`src/rtl/fpu_mul_arbiter.sv`:
```
// rtl/fpu_mul_arbiter.sv - two-requester round-robin front end for one shared FP multiplier
// Optional WAIT watchdog enabled by defining FPU_MUL_ARB_TIMEOUT_EN.
module fpu_mul_arbiter #(
    parameter int WIDTH   = 32,
    parameter int E       = 8,
    parameter int F       = 23,
    parameter int TIMEOUT = 64
) (
    input  logic               clk,
    input  logic               rst_n,
    input  logic [1:0]         req_valid,
    output logic [1:0]         req_ready,
    input  logic [2*WIDTH-1:0] req_a,
    input  logic [2*WIDTH-1:0] req_b,
    output logic               mul_start,
    input  logic               mul_busy,
    output logic [WIDTH:0]     mul_a,
    output logic [WIDTH:0]     mul_b,
    input  logic [E+F+1:0]     mul_r,
    output logic               res_valid,
    input  logic               res_ready,
    output logic               res_id,
    output logic               res_s,
    output logic [E-1:0]       res_e,
    output logic [F:0]         res_f,
    output logic               res_err
);

    typedef enum logic [1:0] {IDLE, LAUNCH, WAIT, HOLD} state_t;

    state_t           state;
    logic             rr_ptr;
    logic             gnt;
    logic             seen_busy;
    logic             grant_sel;
    logic             mul_done;
    logic [WIDTH-1:0] sel_a;
    logic [WIDTH-1:0] sel_b;

    // Expand to {sign, exp, hidden, frac}; zero exponent means no hidden one.
    function automatic logic [WIDTH:0] unpack(input logic [WIDTH-1:0] op);
        return {op[WIDTH-1], op[F +: E], (op[F +: E] != '0), op[F-1:0]};
    endfunction

    always_comb begin
        grant_sel = (req_valid == 2'b11) ? rr_ptr : req_valid[1];
    end

    assign sel_a     = grant_sel ? req_a[WIDTH +: WIDTH] : req_a[0 +: WIDTH];
    assign sel_b     = grant_sel ? req_b[WIDTH +: WIDTH] : req_b[0 +: WIDTH];
    assign mul_done  = seen_busy && !mul_busy;
    assign req_ready = (rst_n && state == IDLE && req_valid != 2'b00)
                       ? (grant_sel ? 2'b10 : 2'b01) : 2'b00;

`ifdef FPU_MUL_ARB_TIMEOUT_EN
    localparam int CW = $clog2(TIMEOUT + 1);
    logic [CW-1:0] wcnt;
`else
    assign res_err = 1'b0;
`endif

    always_ff @(posedge clk or negedge rst_n) begin
        if (!rst_n) begin
            state     <= IDLE;
            rr_ptr    <= 1'b0;
            gnt       <= 1'b0;
            seen_busy <= 1'b0;
            mul_start <= 1'b0;
            mul_a     <= '0;
            mul_b     <= '0;
            res_valid <= 1'b0;
            res_id    <= 1'b0;
            res_s     <= 1'b0;
            res_e     <= '0;
            res_f     <= '0;
`ifdef FPU_MUL_ARB_TIMEOUT_EN
            res_err   <= 1'b0;
            wcnt      <= '0;
`endif
        end else begin
            mul_start <= 1'b0;
            case (state)
                IDLE: begin
                    if (req_valid != 2'b00) begin
                        gnt       <= grant_sel;
                        rr_ptr    <= ~grant_sel;
                        mul_a     <= unpack(sel_a);
                        mul_b     <= unpack(sel_b);
                        mul_start <= 1'b1;
                        state     <= LAUNCH;
                    end
                end
                LAUNCH: begin
                    seen_busy <= 1'b0;
`ifdef FPU_MUL_ARB_TIMEOUT_EN
                    wcnt      <= '0;
`endif
                    state     <= WAIT;
                end
                WAIT: begin
                    if (mul_busy) seen_busy <= 1'b1;
                    if (mul_done) begin
                        res_s     <= mul_r[E+F+1];
                        res_e     <= mul_r[F+1 +: E];
                        res_f     <= mul_r[F:0];
                        res_id    <= gnt;
                        res_valid <= 1'b1;
`ifdef FPU_MUL_ARB_TIMEOUT_EN
                        res_err   <= 1'b0;
`endif
                        state     <= HOLD;
                    end
`ifdef FPU_MUL_ARB_TIMEOUT_EN
                    else if (wcnt == CW'(TIMEOUT - 1)) begin
                        res_s     <= 1'b0;
                        res_e     <= '0;
                        res_f     <= '0;
                        res_id    <= gnt;
                        res_err   <= 1'b1;
                        res_valid <= 1'b1;
                        state     <= HOLD;
                    end else begin
                        wcnt <= wcnt + 1'b1;
                    end
`endif
                end
                HOLD: begin
                    if (res_ready) begin
                        res_valid <= 1'b0;
                        state     <= IDLE;
                    end
                end
                default: state <= IDLE;
            endcase
        end
    end

endmodule

```
`config.mk`:
```
export PLATFORM = sky130hd
export DESIGN_NAME = fpu_mul_arbiter
export DESIGN_NICKNAME = d
export VERILOG_FILES = /design/src/rtl/fpu_mul_arbiter.sv
export SDC_FILE = /design/constraint.sdc
export NUM_CORES = 1
export LEC_CHECK = 0
export ABC_AREA = 1
export CAP_MARGIN = 5
export CORE_AREA = 2 2 96 134
export CTS_CLUSTER_DIAMETER = 150
export DETAILED_ROUTE_END_ITERATION = 8
export DIE_AREA = 0 0 98 136
export PLACE_DENSITY_LB_ADDON = 0.12
export SLEW_MARGIN = 15
export SYNTH_ARGS = -nofsm -noshare
export SYNTH_HDL_FRONTEND = slang
export SYNTH_SLANG_ARGS = --single-unit
```
`constraint.sdc`:
```
create_clock -name clk -period 3.2 [get_ports clk]
set_input_delay 0.64 -clock clk [delete_from_list [all_inputs] [get_ports clk]]
set_output_delay 0.64 -clock clk [all_outputs]
set_load 0.02 [all_outputs]
```
# [After elaboration in Yosys (flattened, before gate mapping)]
# Cells that the tools add are included.
[totals] latchBits=0 memories=0 inputBits=167 out_inout_bits=105 mem_bits_ro=0 ram_bits=0 ff_bits=107
[op_classes] n_addsub=0 n_lt_le_gt_ge=0 n_mul=0 muxes=16 n_eq_ne=8 reduce_logical=15 div_mod_pow=0 n_bitwise=1 shift=0
[op_table] operator="2-to-1 mux 32 bit" count=2
[op_table] operator="nonzero test 8 bit" count=2
[op_table] operator="2-to-1 mux 2 bit" count=5
[op_table] operator="case mux 2 bit (4 select lines)" count=1
[op_table] operator="equality test 2 bit (second input constant)" count=3
[op_table] operator="2-to-1 mux 1 bit" count=6
[op_table] operator="!= test 2 bit (second input constant)" count=3
[op_table] operator="AND reduction 2 bit" count=3
[op_table] operator="AND reduction 3 bit" count=2
[op_table] operator="nonzero test 2 bit" count=3
[op_table] operator="case mux 1 bit (2 select lines)" count=2
[op_table] operator="logical AND 1 bit" count=3
[op_table] operator="equality test 2 x 1 -> 1 bit (second input constant)" count=1
[op_table] operator="zero test 2 bit" count=1
[op_table] operator="!= test 2 x 1 -> 1 bit (second input constant)" count=1
[op_table] operator="zero test 1 bit" count=1
[op_table] operator="NOT 1 bit" count=1

# [Logic depth before layout (Yosys ltp)]
[logic_depth] depth_word=4 ltp_mapped=11

# [Worst setup path before layout]
# No wires, ideal clock.
[synth_timing] path_type="flip-flop to output port" from="reg state[0]" to="out req_ready[1]" stages_incl_launch_ff=7 t_arrival_ns=1.442 path_buffers=2 path_slack_ns=1.118 cell_sequence="dfrtp_1 inv_1 ha_1 buf_2 clkbuf_1 nand3_1 nor2_1"
[synth_via] elab_chain_len=4
[synth_rtl] element="start, declared" line="31" rtl="state_t state;"
[synth_rtl] element="start signal, assigned" line="64" rtl="state <= IDLE;"
[synth_rtl] element="start signal, assigned" line="90" rtl="state <= LAUNCH;"
[synth_rtl] element="start signal, assigned" line="98" rtl="state <= WAIT;"
[synth_rtl] element="zero test 2 bit" line="52" rtl="assign req_ready = (rst_n && state == IDLE && req_valid != 2'b00)"
[synth_rtl] element="logical AND 1 bit (2 in a row)" line="52"
[synth_rtl] element="2-to-1 mux 2 bit" line="53" rtl="? (grant_sel ? 2'b10 : 2'b01) : 2'b00;"
[synth_rtl] element="end, declared" line="12" rtl="output logic [1:0] req_ready,"
# No other way between the ends.

# [Worst setup path in the final report]
[layout_timing] from="in req_valid[0]" to="out req_ready[1]"
[layout_via] elab_chain_len=4
[layout_rtl] element="start, declared" line="11" rtl="input logic [1:0] req_valid,"
[layout_rtl] element="equality test 2 bit" line="46" rtl="grant_sel = (req_valid == 2'b11) ? rr_ptr : req_valid[1];"
[layout_rtl] element="2-to-1 mux 1 bit" line="46"
[layout_rtl] element="2-to-1 mux 2 bit" line="53"
[layout_rtl] element="2-to-1 mux 2 bit *" line="53"
# Mark *: on every way between the ends. The rest lies on a longest branch, timed or not.

==> metrics.cfg <==
[timing]
setup_tns_ns = 0
maxSlewHeadroom_pct = 38.8
fin_crit_sh_pct = 89.1
setup_viol = 0
fin_skew_ns = 0.00944
rsz0062_at_grt = false
hold_viol = 0
max_freq_mhz = 351
whs_ns = 0.327
tightest_slew_ns = 0.918
finalCriticalPeriod_ns = 2.85
slew_violations = 0

[logic_synthesis]
synth_area_per_cell_sq_um = 9.32
syn-num-nets = 706
synth_top_area_share_pct = 53.7
synth.distinct_cells = 24
ys_ff_latch = 107
yosys.area.top_type = dfrtp_1
netlist_area_sq_um = 4990
yosys-top-cells-area = dfrtp_1, nand3_1, nand2_1, mux2_2, nand4_1
syn-instance-count = 535
synth-warning-count = 0
ys_seq_area_share_pct = 53.7

[clock_network]
ctsHoldBuffers = 0
cts_buffer_depth = 2
cts_tree = yes
path_clk_slew_ns = 0.08
numCtsBuffers = 9
clock_latency_ns = 0.35
htreeDepth = 3
cts_resized = 0
cts.sinks = 107
clock-root-buffer = clkbuf_16
postCtsSetupRepairBufs = 0

[global_route]
grt_max_degree = 73
grt_overflow = 0
grt_usage_pct = 23.4
antenna_found_initial = 0
grt_pass1_vias = 4982
grt_pass1_wl_microns = 25000

[setup_path]
rr_startpoint = state[1]
critPathKind = input port to output port
r2r_cells = 9
arrival_ns = 2.21
crit_fanout = 12
cp_data_required_time_ns = 2.56
cp-startpoint = req_valid[0]
cp-start-kind = input port
endpoint_kind = output port

[min_path]
worstHoldPathType = input port to asynchronous set/reset pin

[placed_design]
globalplace.congestion = 0.878
hpwlAfterDp_microns = 11600
port-buffer-count = 270

[floorplanning]
fp.coreArea_sq_um = 12200
fp.dieH_microns = 136
rows = 48
pin_count = 272
initial_utilization_pct = 40.9
dieArea_sq_um = 13300
fp.dieW_microns = 98

[power_and_ir_drop]
p_sw_share_pct = 39.9
leakage_nw = 3.54
p_switching_w = 0.00300
power_density_nw_per_um2 = 936
internal-power_w = 0.00452
p_comb_share_pct = 52.9
ir_drop_v = 0.000488
pwr-share-clk_pct = 15.2
p_seq_share_pct = 31.8

[outcome]
status = finished, final reports clean

[layout]
layout_common_cells = clkdlybuf4s50_1, nand2_1, dfrtp_1
nNetsFinal = 955
final_common_cell = clkdlybuf4s50_1
areaGrowthSynthToFinish_pct = 61.1
drive_above_1_share_pct = 9.00
nFillCells = 992
diodes = 0

[route]
drt-initial-drc-count = 138
drc_errors = 0
ant_nets = 0
avgViaCountPerCell = 5.28
post_drt_wl_per_cell_microns = 16.9
num_vias = 4954
dr.pass1.iters = 4
wl_microns = 15900

[job]
max_cap_violations = 0

-- power groups by stage --
stage	Combinational, W	Sequential [W]	Clock (W)
6_report	0.00398	0.00239	0.00115
5_1_grt	0.00428	0.00249	0.00122
4_1_cts	0.00403	0.00240	0.00117
3_5_place_dp	0.00402	0.00241	0
3_3_place_gp	0.00394	0.00238	0
2_1_floorplan	0.00133	0.00318	0
-- flip-flops by register name, indices dropped and copies added (netlist names) --
register   flops
gnt            1
mul_a         33
mul_b         33
mul_start      1
res_e          8
res_f         24
res_id         1
res_s          1
res_valid      1
rr_ptr         1
seen_busy      1
state          2
-- kinds of logic (layout without fill, tap and decap cells) --
group | after synthesis | count (layout) | synth area share [%]
AOI/OAI and AO/OA | 26 | 26 | 2.66
adders and majority gates | 4 | 4 | 1.00
buffers and inverters | 71 | 325 | 6.85
DFF | 107 | 107 | 53.7
muxes | 33 | 33 | 7.45
other | 1 | 1 | 0.0752
and+or+nand+nor | 293 | 293 | 28.3
-- worst paths after layout --
path	to	slack [ns]
worst max-delay path	req_ready[1]	0.35
worst min-delay path	res_e[6]	0.33
worst max register to register	mul_a[17]	0.91
worst min register to register	mul_b[26]	0.49
max in group asynchronous	mul_a[0]	1.59
min in group clk	mul_b[26]	0.49
-- critical path, cell delays in order --
cell and delay, ns:
clkdlybuf4s50_1 0.44, nand2_2 0.12, buf_4 0.18, nand3_1 0.11, nor2_1 0.11, clkdlybuf4s50_1 0.61
-- synthesized netlist by cell type --
cell,n
dfrtp_1,107
nor2_4,1
nor3_1,1
inv_1,25
buf_1,3
nand3_1,100
buf_6,3
nand2_2,1
o21ai_0,7
o211ai_1,1
nand4_1,48
ha_1,4
nand2_1,119
buf_2,24
a21oi_1,2
clkbuf_1,8
nor2_1,8
mux2_2,33
inv_2,2
nand3b_1,14
nor2_2,1
o21ai_1,16
conb_1,1
buf_4,6
-- per-stage QoR --
stage	cell area [sq um]	util [%]	setup WS [ns]	instances	power, W
2_1_floorplan	4990	-	1.12	535	0.00450
3_3_place_gp	7730	63.4	0.364	923	0.00633
3_5_place_dp	7730	63.4	0.340	923	0.00643
4_1_cts	8040	65.9	0.341	939	0.00760
5_1_grt	8040	65.9	0.251	939	0.00799
6_report	8040	65.9	0.348	939	0.00752
-- area by class of cell --
type / instances / area, sq um / share of cell area (%)
inverters: 27 / 101 / 1.26
multi-input cells: 357 / 1980 / 24.6
clock buffers: 9 / 225 / 2.80
flip-flops and latches: 107 / 2680 / 33.3
clock inverters: 7 / 82.6 / 1.03
well taps: 150 / 188 / 2.34
repair buffers: 282 / 2790 / 34.7
-- routing by layer --
metal	vias to the layer above	wire, microns	track usage (%)
met5	-	0	0
met4	0	460	10.6
met3	30	1240	5.45
met2	226	8180	41.6
met1	2369	6030	26.8
li1	2329	-	-
No activity file was read; power rests on OpenSTA's default activity.
